## src/rtl/blit_scheduler.sv

```systemverilog
// Frame-synchronous blit command scheduler: FIFO of copy jobs drained into the copy engine at each frame start.
// Latency: frame_start (idle, queue non-empty) -> eng_start two cycles later; eng_done -> next eng_start two cycles later, +1 per dropped job.
// Backpressure: cmd_ready deasserts while the FIFO is full; the engine paces the drain through eng_done.
module blit_scheduler #(
   parameter int DEPTH    = 8,
   parameter int SCREEN_W = 640,
   parameter int SCREEN_H = 480
) (
   input  logic                     Clk,
   input  logic                     Reset,
   input  logic                     cmd_valid,
   output logic                     cmd_ready,
   input  logic [21:0]              cmd_src_addr,
   input  logic [9:0]               cmd_x,
   input  logic [9:0]               cmd_y,
   input  logic [9:0]               cmd_w,
   input  logic [9:0]               cmd_h,
   input  logic [1:0]               cmd_palette,
   input  logic                     frame_start,
   output logic                     eng_start,
   output logic [21:0]              eng_src_addr,
   output logic [9:0]               eng_x,
   output logic [9:0]               eng_y,
   output logic [9:0]               eng_w,
   output logic [9:0]               eng_h,
   output logic [1:0]               eng_palette,
   input  logic                     eng_done,
   output logic                     busy,
   output logic                     overrun,
   output logic [$clog2(DEPTH):0]   pending
);

   localparam int AW = $clog2(DEPTH);
   localparam int CW = AW + 1;
   localparam logic [CW-1:0] FULL_CNT = CW'(DEPTH);
   localparam logic [10:0]   SW11     = 11'(SCREEN_W);
   localparam logic [10:0]   SH11     = 11'(SCREEN_H);
   localparam logic [9:0]    SW10     = 10'(SCREEN_W);
   localparam logic [9:0]    SH10     = 10'(SCREEN_H);

   typedef struct packed {
      logic [21:0] src_addr;
      logic [9:0]  x;
      logic [9:0]  y;
      logic [9:0]  w;
      logic [9:0]  h;
      logic [1:0]  palette;
   } cmd_t;

   typedef enum logic [1:0] {IDLE, LOAD, ISSUE, WAIT} state_t;

   cmd_t          mem [DEPTH];
   cmd_t          cmd_in;
   cmd_t          head;
   logic [AW-1:0] wr_ptr;
   logic [AW-1:0] rd_ptr;
   logic [CW-1:0] count;
   logic [CW-1:0] count_next;
   logic          push;
   logic          pop;
   state_t        state;

   logic          drop;
   logic [10:0]   x_end;
   logic [10:0]   y_end;
   logic [9:0]    clip_w;
   logic [9:0]    clip_h;

   assign cmd_in     = '{src_addr: cmd_src_addr, x: cmd_x, y: cmd_y,
                         w: cmd_w, h: cmd_h, palette: cmd_palette};
   assign cmd_ready  = (count != FULL_CNT);
   assign pending    = count;
   assign push       = cmd_valid && cmd_ready;
   // The head is only consumed in LOAD, and LOAD is only entered with a non-empty queue.
   assign pop        = (state == LOAD);
   assign head       = mem[rd_ptr];
   // Occupancy after this cycle; a command pushed now is already visible to the next LOAD,
   // which lets late arrivals still be drawn in the current frame.
   assign count_next = count + CW'(push) - CW'(pop);

   // Clipping is done in 11 bits so x+w and y+h never wrap.
   assign x_end  = {1'b0, head.x} + {1'b0, head.w};
   assign y_end  = {1'b0, head.y} + {1'b0, head.h};
   assign drop   = (head.w == 10'd0) || (head.h == 10'd0) ||
                   ({1'b0, head.x} >= SW11) || ({1'b0, head.y} >= SH11);
   assign clip_w = (x_end > SW11) ? (SW10 - head.x) : head.w;
   assign clip_h = (y_end > SH11) ? (SH10 - head.y) : head.h;

   // Command storage; contents need no reset because the pointers define validity.
   always_ff @(posedge Clk) begin
      if (push) begin
         mem[wr_ptr] <= cmd_in;
      end
   end

   // FIFO pointers and occupancy.
   always_ff @(posedge Clk) begin
      if (Reset) begin
         wr_ptr <= '0;
         rd_ptr <= '0;
         count  <= '0;
      end else begin
         if (push) wr_ptr <= wr_ptr + AW'(1);
         if (pop)  rd_ptr <= rd_ptr + AW'(1);
         count <= count_next;
      end
   end

   // Drain FSM with registered job fields, start pulse, busy and overrun flags.
   always_ff @(posedge Clk) begin
      if (Reset) begin
         state        <= IDLE;
         eng_start    <= 1'b0;
         eng_src_addr <= '0;
         eng_x        <= '0;
         eng_y        <= '0;
         eng_w        <= '0;
         eng_h        <= '0;
         eng_palette  <= '0;
         busy         <= 1'b0;
         overrun      <= 1'b0;
      end else begin
         eng_start <= 1'b0;
         overrun   <= frame_start && busy;
         case (state)
            IDLE: begin
               if (frame_start && (count != '0)) begin
                  state <= LOAD;
                  busy  <= 1'b1;
               end
            end
            LOAD: begin
               if (drop) begin
                  if (count_next != '0) begin
                     state <= LOAD;
                  end else begin
                     state <= IDLE;
                     busy  <= 1'b0;
                  end
               end else begin
                  eng_src_addr <= head.src_addr;
                  eng_x        <= head.x;
                  eng_y        <= head.y;
                  eng_w        <= clip_w;
                  eng_h        <= clip_h;
                  eng_palette  <= head.palette;
                  eng_start    <= 1'b1;
                  state        <= ISSUE;
               end
            end
            ISSUE: begin
               state <= WAIT;
            end
            WAIT: begin
               if (eng_done) begin
                  if (count_next != '0) begin
                     state <= LOAD;
                  end else begin
                     state <= IDLE;
                     busy  <= 1'b0;
                  end
               end
            end
            default: begin
               state <= IDLE;
               busy  <= 1'b0;
            end
         endcase
      end
   end

endmodule

```

## config.mk

```make
export PLATFORM = sky130hd
export DESIGN_NAME = blit_scheduler
export DESIGN_NICKNAME = d
export VERILOG_FILES = /design/src/rtl/blit_scheduler.sv
export SDC_FILE = /design/constraint.sdc
export NUM_CORES = 1
export LEC_CHECK = 0
export ABC_AREA = 1
export CAP_MARGIN = 20
export CELL_PAD_IN_SITES_DETAIL_PLACEMENT = 0
export CELL_PAD_IN_SITES_GLOBAL_PLACEMENT = 1
export CORE_MARGIN = 3
export CORE_UTILIZATION = 50
export CTS_BUF_LIST = sky130_fd_sc_hd__clkbuf_4
export CTS_CLUSTER_DIAMETER = 40
export CTS_CLUSTER_SIZE = 30
export DETAILED_ROUTE_END_ITERATION = 6
export PLACE_DENSITY_LB_ADDON = 0.1
export SYNTH_ARGS = -nofsm -noshare
export SYNTH_HDL_FRONTEND = slang
export SYNTH_SLANG_ARGS = --single-unit
```

## constraint.sdc

```tcl
create_clock -name Clk -period 5 [get_ports Clk]
set_clock_uncertainty 0.2 [all_clocks]
set_input_delay 0.5 -clock Clk [delete_from_list [all_inputs] [get_ports Clk]]
set_output_delay 0.5 -clock Clk [all_outputs]
set_load 0.05 [all_outputs]
```

---- Yosys cells after proc, flatten, opt, wreduce, memory -nomap -nowiden ----
Memory sizes are Yosys's and may differ from the RTL's. A register that Yosys moved wholly into a read port is not among the register bits.
Index checks and enable logic that the tools add are counted.
operators by class
  bitwise logic cells ..................... 2
  order comparisons ....................... 4
  mux-type cells .......................... 17
  eq/ne operators ......................... 7
  reduce and logical (&&, ||, !) cells .... 16
  add/subtract/negate cells ............... 8
operator list
  kind                    count
  $add 10x10->11          2
  $logic_not 10->1        2
  $mux 10                 2
  $gt 11x10->1 const B    1
  $gt 11x9->1 const B     1
  $ge 10x10->1 const B    1
  $ge 10x9->1 const B     1
  $sub 10x10->10 const A  1
  $sub 9x10->10 const A   1
  $mux 1                  8
  $pmux 2 s4              1
  $reduce_bool 4->1       2
  $add 3x1->3 const B     2
  $mux 2                  3
  $mux 3                  2
  $add 4x1->4             1
  $eq 2x2->1 const B      2
  $ne 2x2->1 const B      2
  $ne 4x4->1 const B      1
  $reduce_and 2->1        2
  $reduce_and 4->1        1
  $sub 4x1->4             1
  $logic_and 1x1->1       3
  $logic_or 1x1->1        3
  7 further kinds         8
storage, ports and cells
  flip-flop bits (word level) ............. 79
  RAM bits ................................ 512
  memories ................................ 1
  input bits .............................. 69
  output and inout port bits .............. 72
memories
  name  words  bits a word  rd ports  clocked after Yosys merged registers in  write ports  line  RTL
  mem   8      64           1         1                                        1            52    cmd_t mem [DEPTH];

---- Depth between registers and ports, before layout ----
  depth after elaboration ................. 8
  gate-level depth with buffers ........... 29

---- Worst setup path after synthesis ----
Ideal clock, no wire load.
  kind .................................... register to register
  start point ............................. register count[2], in the netlist pending[2]
  end point ............................... memory mem[0][0] in the netlist's numbering (enable)
  setup slack ............................. -0.204 ns
  buffers on the path ..................... 0
  data arrival time ....................... 4.518 ns
  library setup time ...................... 0.486 ns
  stages on the path, launching flop included .. 8
  cell sequence ........................... dfxtp_1 inv_1 ha_1 nand3_1 nand2_1 inv_1 nand2_1 nor2_1
between the ends
  cells in the longest elaborated chain, start to end .. 4
ends and longest elaborated chain
  item                          line  RTL
  start: declaration            57    logic [CW-1:0] count;
  start signal: assignment      105   count <= count_next;
  $ne 4x4->1                    71    assign cmd_ready = (count != FULL_CNT);
  net cmd_ready                 12    output logic cmd_ready,
  $logic_and 1x1->1             73    assign push = cmd_valid && cmd_ready;
  $mux 1                        91    if (push) begin
  $mux 1 (not written as such)  92    mem[wr_ptr] <= cmd_in;
  end: declaration              52
The timed path passes the listed nets, and every way through them passes these cells.

==> summary.md <==
| Metric | Value |
|---|---|
| Status | finished clean |
| Final Non-Filler Cells | 3276 |
| Peak supply drop | 336 uV |
| DR pass1 iterations | 5 |
| Clock period minus worst slack | 4530 ps |
| Drt total wl | 63900 um |
| Fmax | 221 MHz |
| CTS Sinks | 594 |
| Total number of yosys warnings | 0 |
| Vias per cell | 5.34 |
| Initial Util | 50.6% |
| Clock slew at reported path FFs | 130 ps |
| Number of max-cap violations | 0 |
| Utilization after layout | 57.5% |
| Die ar. | 53700 um^2 |
| All-Layer GR Usage | 23.9% |
| Routability Congestion | 0.906 |
| Most frequent cells in the layout | 635 x nand2_1, 512 x edfxtp_1, 220 x inv_1, 194 x nor2_1, 175 x a21oi_1 |
| Post-CTS Setup Bufs | 0 |
| Clock root buffer | clkbuf_4 |
| Leading area contributor after synthesis | edfxtp_1 |
| CP Launch Type | flop |
| CP max FO | 76 |
| Cts bufs inserted | 82 |
| Post-Syn Instances | 2391 |
| WP data arrival | 5120 ps |
| H-tree level count | 3 |
| Final setup fails | 0 |
| Worst-Skew Late Latency | 830 ps |
| Period utilization | 90.7% |
| Most frequent CP cell | nand2_1 |
| Num ports | 141 |
| Most common cell after layout, fill and taps aside | nand2_1 |
| RSZ-0062 raised after global routing | no |
| Final TNS setup | 0 ps |
| Post-DP Area | 27500 um^2 |
| Initial DRC count | 1331 |
| First-pass GRT wire length | 97400 um |
| Yosys reg bits | 594 |
| Hold_ws | 156 ps |
| Crit-path cells | inv_6 > buf_4 > nand2_1 > nand3_1 > nand3_1 > nand2_1 > inv_1 > ha_1 > nand2_1 > inv_1 > a21oi_1 > nand3_1 > nand2_1 > nor2_1 > o21ai_0 > nand2_1 > o21ai_0 > nand2_1 > inv_1 |
| Leak | 11.2 nW |
| Initial antenna violation count | 2 |
| Rows | 82 |
| Design Area, Final | 28900 um^2 |
| WP data required | 5590 ps |
| Mapped Nets | 2493 |
| Area growth from synthesis to layout | 13.6% |
| Overflow after GRT | 0 |
| Hold Fails Final Rpt | 0 |
| Critical Path End Type | flop |
| Input/output buffers | 140 |
| Buf/Inv on CP | 5 |
| Fin nets | 2636 |
| Hold path depth | 1 |
| Critical path's top delay family | simple AND/OR/NAND/NOR gates |
| Post-synthesis area per instance | 10.6 um^2 |
| Placed Cells | 3118 |
| R2R cell count | 19 |
| Share of layout cells above drive strength 1 | 8.64% |
| WL/cell | 19.5 um |
| Number of cells on the critical path | 19 |
| Yosys cell types | 36 |
| Crit-path max cell delay | 570 ps |
| Residual DRC count | 0 |
| Min-delay worst type | in2reg |
| Slew @ Worst Pin | 1040 ps |
| Chip height | 232 um |
| Vias in the first global route | 16.7k |
| Largest net degree at the start of global routing | 96 |
| Slew headroom | 31.0% |
| CTS tree | built |
| Max-slew violations | 0 |
| Max clock buf depth | 3 |
| Area contributors post-synth | edfxtp_1 60%, nand2_1 9.4%, dfxtp_1 6.4% |
| Critical path's slowest cell | o21ai_0 |
| Post-synthesis sequential area ratio | 66.8% |
| Cell area after synthesis | 25500 um^2 |
| Core Region | 50300 um^2 |
| Crit path kind | reg2reg |
| Vias | 17.5k |
| Cell Pwr Density | 573 nW/um^2 |
| Die span in x | 232 um |
| Share of the synthesized area in the top cell type | 60.4% |
| Antenna viol nets, final | 0 |
| Post-DP HPWL | 37100 um |
## layer usage
layer / routed length, um / global-route usage [%]
met3: 3710 / 3.87
met4: 1300 / 7.16
met1: 28900 / 33.7
met5: 20 / 0
met2: 30000 / 38.7
## final cells by class
type	count	area, um^2
diodes	1	2.50
clock buffers	89	668
clock inverters	64	706
fillers	4327	21300
inverters	225	853
multi-input cells	1449	6960
flip-flops and latches	594	17000
well taps	672	841
repair buffers	182	1880
## stage by stage
stage | setup WS [ps] | total power [mW]
global route | 73.9 | 17.8
detailed placement | 618 | 13.2
CTS | 590 | 16.7
finish | 467 | 16.6
global placement | 610 | 13.2
floorplan | -204 | 11.2
## sequential cells by signal, summed over array words and instances (netlist names), 3 cells and up, named ones only
signal	count
mem	512
eng_src_addr	22
eng_h	10
eng_w	10
eng_x	10
eng_y	10
pending	4
rd_ptr	3
wr_ptr	3
## synth_stat cells
master and number:
o21a_1 8, nor2_1 202, and2_1 1, xnor2_1 3, o21ai_0 51, o211ai_1 3
ha_1 30, clkinv_1 1, nor2_2 2, or2_2 2, edfxtp_1 512, mux2i_1 1
o21ai_2 7, nand3_4 1, buf_2 44, buf_6 17, fa_1 3, buf_1 11
inv_2 2, o21bai_1 2, nand2_2 1, a221o_1 48, xor2_1 7, clkbuf_1 36
nand3_1 154, buf_4 15, nor3_1 6, a21oi_2 10, a21oi_1 175, o21ai_1 85
nand4_1 7, dfxtp_1 82, nand3b_1 5, nand2_1 635, inv_1 221, inv_4 1
## where the power goes
part           internal, mW  switching [mW]
Combinational          2.20            4.99
Sequential             5.80           0.178
Clock                  1.48            1.95
## worst paths after layout
kind,slack [ps],end,startpoint
worst max-delay path,470,eng_w[3],flop
worst max register to register,470,eng_w[3],flop
worst min register to register,250,eng_y[9],eng_y[9]
worst min-delay path,160,mem[5][55],cmd_src_addr[13]
## kinds of logic after synthesis
kind of cell	share of synthesized area [%]
AND/OR/NAND/NOR	16.0
flip-flops	66.8
AO/OA/AOI/OAI	8.97
buffers and inverters	6.08
adder cells (fa/ha/maj)	1.71
XOR/XNOR	0.344
multiplexers	0.0393
## worst reg2reg max path: cells and delay by family, from the launching register on
kind	cells	cell delay [ps]
compound gates	3	940
simple gates	10	1370
buf+inv	5	1160
flops	1	420
fa+ha+maj	1	410
## repair_timing
action	4_1_cts	5_1_grt
hold endpoints to repair	39	0
hold buffers	3	0
resized for setup	0	0
Note: power is estimated with default switching activity, not from simulation.
==> RTL edit 1: new RTL, same flow settings <==
Make the reset (`Reset`) asynchronous in 2 clocked blocks.
--- a/src/rtl/blit_scheduler.sv
+++ b/src/rtl/blit_scheduler.sv
@@ -96,3 +96,3 @@
    // FIFO pointers and occupancy.
-   always_ff @(posedge Clk) begin
+   always_ff @(posedge Clk or posedge Reset) begin
       if (Reset) begin
@@ -109,3 +109,3 @@
    // Drain FSM with registered job fields, start pulse, busy and overrun flags.
-   always_ff @(posedge Clk) begin
+   always_ff @(posedge Clk or posedge Reset) begin
       if (Reset) begin
Check against the original RTL: differs if Reset is asserted again (counterexample within 4 cycles, from zero or initial values and one cycle with Reset high); with Reset held inactive, the same outputs for 4 cycles.
==> RTL edit 1 against the original RTL <==
Cell area is 0.92% lower; critical path depth is 1 higher; worst setup slack better by 0.26 ns; routed wire length is 0.51% lower; critical endpoint is now eng_w[9]; sequential cell count is 3 lower; core utilization is 0.41 points higher; maximum frequency is 6.0% higher; first-iteration DRC count is 5.4% higher; area after synthesis is 0.57% lower.
Power is left out: the tool's default activity adds up to more than one toggle a clock period on the data nets, which glitch-free logic cannot reach.
==> RTL edit 1: results (changes against the original RTL) <==
grt:
  grt_pass1_vias: 16599  # was 16660
  antenna_found_initial: 6  # was 2
  grt_usage_pct: 24.2  # was 23.9%
  grt_max_degree: 93  # was 96
  grt_first_pass_wirelength_um: 98200  # was 97400 um
critical_path:
  path_delay_family: "buffers and inverters"  # was simple AND/OR/NAND/NOR gates
  cpMaxStageDelayCell: "dfrtp_4"  # was o21ai_0
  r2r_cells: 20  # was 19
  r2r_start: "rd_ptr[0]"
  rrSetupSlack_ns: 0.72  # was 0.47 ns
  worstPathArrival_ns: 4.80  # was 5.12 ns
  crit_fanout: 45  # was 76
  r2r_end: "eng_w[9]"  # was eng_w[3]
  critPathMaxStageDelay_ns: 0.66  # was 0.57 ns
  worstSetupPathType: "reg2reg"  # unchanged
placed_design:
  port_buffers: 140  # unchanged
  globalplace.congestion: 0.872  # was 0.906
  hpwl_um: 38500  # was 37100 um
cts:
  cts_setup_buffers: 0  # unchanged
  clock_latency_ns: 0.86  # was 0.83 ns
  cts_hold_buf: 2  # was 3
  cts_buffer_depth: 3  # unchanged
  path_clk_slew_ns: 0.11  # was 0.13 ns
  cts_buffers: 81  # was 82
  htreeDepth: 3  # unchanged
worst_hold_path:
  hp-class: "in2reg"  # unchanged
  min-delay-start: "eng_done"  # was cmd_src_addr[13]
yosys:
  seq_area_frac_synth_pct: 68.5  # was 66.8%
  yosys-top-cells-area: "edfxtp_1 (61%), nand2_1 (9.7%), dfrtp_1 (7.8%)"  # was edfxtp_1 (60%), nand2_1 (9.4%), dfxtp_1 (6.4%)
  synth_nets: 2439  # was 2493
  synthTopCellsByCount: "nand2_1 (653), edfxtp_1 (512), nor2_1 (269)"  # was nand2_1 (635), edfxtp_1 (512), inv_1 (221)
  synth-main-ff-cell: "edfxtp_1"  # unchanged
  async_flop_share_pct: 13.4  # was 0%
route:
  avgRoutedWirePerCell_um: 19.7  # was 19.5 um
  vias_per_cell: 5.33  # was 5.34
  drtIter0Drc: 1403  # was 1331
status:
  status: "finished clean"  # unchanged
final_layout:
  drive_gt1_share_pct: 8.50  # was 8.64%
  nNetsFinal: 2598  # was 2636
  fill_cells: 4313  # was 4327
  top_regs: "mem x512, eng_src_addr x22"  # unchanged
timing:
  worst_pin_slew_ns: 0.985  # was 1.04 ns
## RTL edit 1: changes by cell type in the layout (fill, tap and decap cells not counted), sizes merged, moves of 9 or more
cell,unedited run,this run
a21oi,185,41
dfxtp,82,0
o21ai,143,224
dfrtp,0,79
nor2,204,270
inv,253,195
a221o,48,0
o22ai,0,25
a32o,0,24
nand2,636,653
buf,40,49
## RTL edit 1: worst min-delay path by stage
stage                     end  slack, ns  depth (start not counted)
floorplan           wr_ptr[0]       0.29                          2
global placement     eng_y[9]       0.26                          2
detailed placement   eng_y[9]       0.25                          2
CTS                  state[0]       0.04                          4
global route         state[0]       0.08                          4
finish               state[0]       0.13                          4
## RTL edit 1: cells by family after synthesis
group	synth area share, %
xor+xnor	0.415
flops	68.5
buf+inv	5.20
simple gates	17.1
compound gates	7.06
fa+ha+maj	1.72
## RTL edit 1: area by class of cell
type                    count  share of cell area [%]
flip-flops and latches    591                    60.6
well taps                 664                    2.90
inverters                 177                    2.35
repair buffers            191                    6.46
clock buffers              88                    2.30
clock inverters            63                    1.97
multi-input cells        1454                    23.4
diodes                      3                  0.0262
## RTL edit 1: layer usage
metal  vias up  part of all wire, %  wire length, um  track usage [%]
met1      8339                   45            28900             34.5
met3       101                  6.4             4090             4.95
met2       468                   46            29000             37.5
met4         6                  2.5             1590             7.92
met5         -                0.057               36                0
li1       8309                    -                -                -
## RTL edit 1: through the flow
stage                     std cells  setup slack, ns  instance area, um^2
after global placement         3075            0.707                27400
after CTS                      3228            0.795                28700
after floorplan                2337           -0.334                25300
after detailed placement       3075            0.829                27400
final                          3231            0.725                28700
after global routing           3230            0.402                28700
==> RTL edit 2: new RTL, same flow settings <==
Made on the original files. `DEPTH`: 8 -> 4.
--- a/src/rtl/blit_scheduler.sv
+++ b/src/rtl/blit_scheduler.sv
@@ -4,3 +4,3 @@
 module blit_scheduler #(
-   parameter int DEPTH    = 8,
+   parameter int DEPTH    = 4,
    parameter int SCREEN_W = 640,
Ports: changed (resized pending); port bits go from 141 to 140. The function was not compared with the original's and may differ.
==> RTL edit 2 against the original RTL <==
Cell area down 41%; total power down 42%; die area down 42%; cell count down 39%; area after synthesis down 43%; routed wire length down 46%; worst setup slack better by 0.56 ns; sequential cell count down 260; critical path type unchanged; largest cell class unchanged.
==> RTL edit 2: results (changes against the original RTL) <==
critical_path:
  r2r_cells: 22  # was 19
  worstPathArrival_ns: 4.34  # was 5.12 ns
  cpMaxStageDelayCell: "buf_12"  # was o21ai_0
  critPathMaxStageDelay_ns: 0.45  # was 0.57 ns
route:
  dr.max_layer_used: "met4"  # was met5
  drtIter0Drc: 741  # was 1331
  wl_met1_um: 15900  # was 28900 um
worst_hold_path:
  hold_end: "pending[2]"  # was mem[5][55]
  min-delay-start: "Reset"  # was cmd_src_addr[13]
yosys:
  yosys-top-cells-area: "edfxtp_1 (53%), dfxtp_1 (11%), nand2_1 (10%)"  # was edfxtp_1 (60%), nand2_1 (9.4%), dfxtp_1 (6.4%)
  ys_seq_elements: 334  # was 594
  synthTopCellsByCount: "nand2_1 (393), edfxtp_1 (256), nand3_1 (131)"  # was nand2_1 (635), edfxtp_1 (512), inv_1 (221)
  syn_area_mm2: 0.0145  # was 0.0255 mm^2
  avgSynthCellArea_um2: 10.0  # was 10.6 um^2
  yosys.cell_types.count: 31  # was 36
  synth_nets: 1544  # was 2493
  synth_mux_area_share_pct: 0  # was 0.0393%
  synth_edf_count: 256  # was 512
  synth_fa_ha_area_share_pct: 2.83  # was 1.71%
final_layout:
  multi_input_area_share_pct: 26.1  # was 24.0%
  inverters: 128  # was 225
  clock_area_share_pct: 3.86  # was 4.75%
  fill_cells: 2385  # was 4327
  area_share_nonclk_buffers_pct: 9.74  # was 6.49%
  multi_input_cells: 917  # was 1449
placed_design:
  dp_cells: 1920  # was 3118
  placed_area_mm2: 0.0163  # was 0.0275 mm^2
  hpwl_um: 22800  # was 37100 um
grt:
  met3_usage_pct: 3.29  # was 3.87%
  grt_usage_pct: 22.5  # was 23.9%
  grt_pass1_vias: 10057  # was 16660
  met2_usage_pct: 36.6  # was 38.7%
  gr-usage-met1_pct: 32.4  # was 33.7%
power_and_ir_drop:
  p_leak_uw: 0.00658  # was 0.0112 uW
status:
  status: "finished clean"  # unchanged
[RTL edit 2: cell types whose count changed in the layout (fill, tap and decap cells not counted), moves of 23 or more]
cell      unedited run  this run
inv_1              220       116
o21ai_0             51        95
nand3_1            154       131
a221o_1             48         0
edfxtp_1           512       256
nor2_1             194       103
o21ai_1             85         1
nand2_1            635       393
a21oi_1            175        78
o22ai_1              0        24
clkbuf_4            89        46
[RTL edit 2: cells by family (layout without fill, tap and decap cells)]
logic type	Yosys count	count (layout)
AOI/OAI and AO/OA	209	209
and+or+nand+nor	661	661
buffers and inverters	193	362
adders and majority gates	31	31
xor gates and xnor gates	16	16
other	0	2
DFF	334	334
[RTL edit 2: metrics by stage]
stage / utilization (%) / power, uW
global placement: 57.7 / 7910
floorplan: - / 6710
global route: 60.1 / 10400
CTS: 60.1 / 9650
finish: 60.1 / 9600
detailed placement: 57.8 / 7940
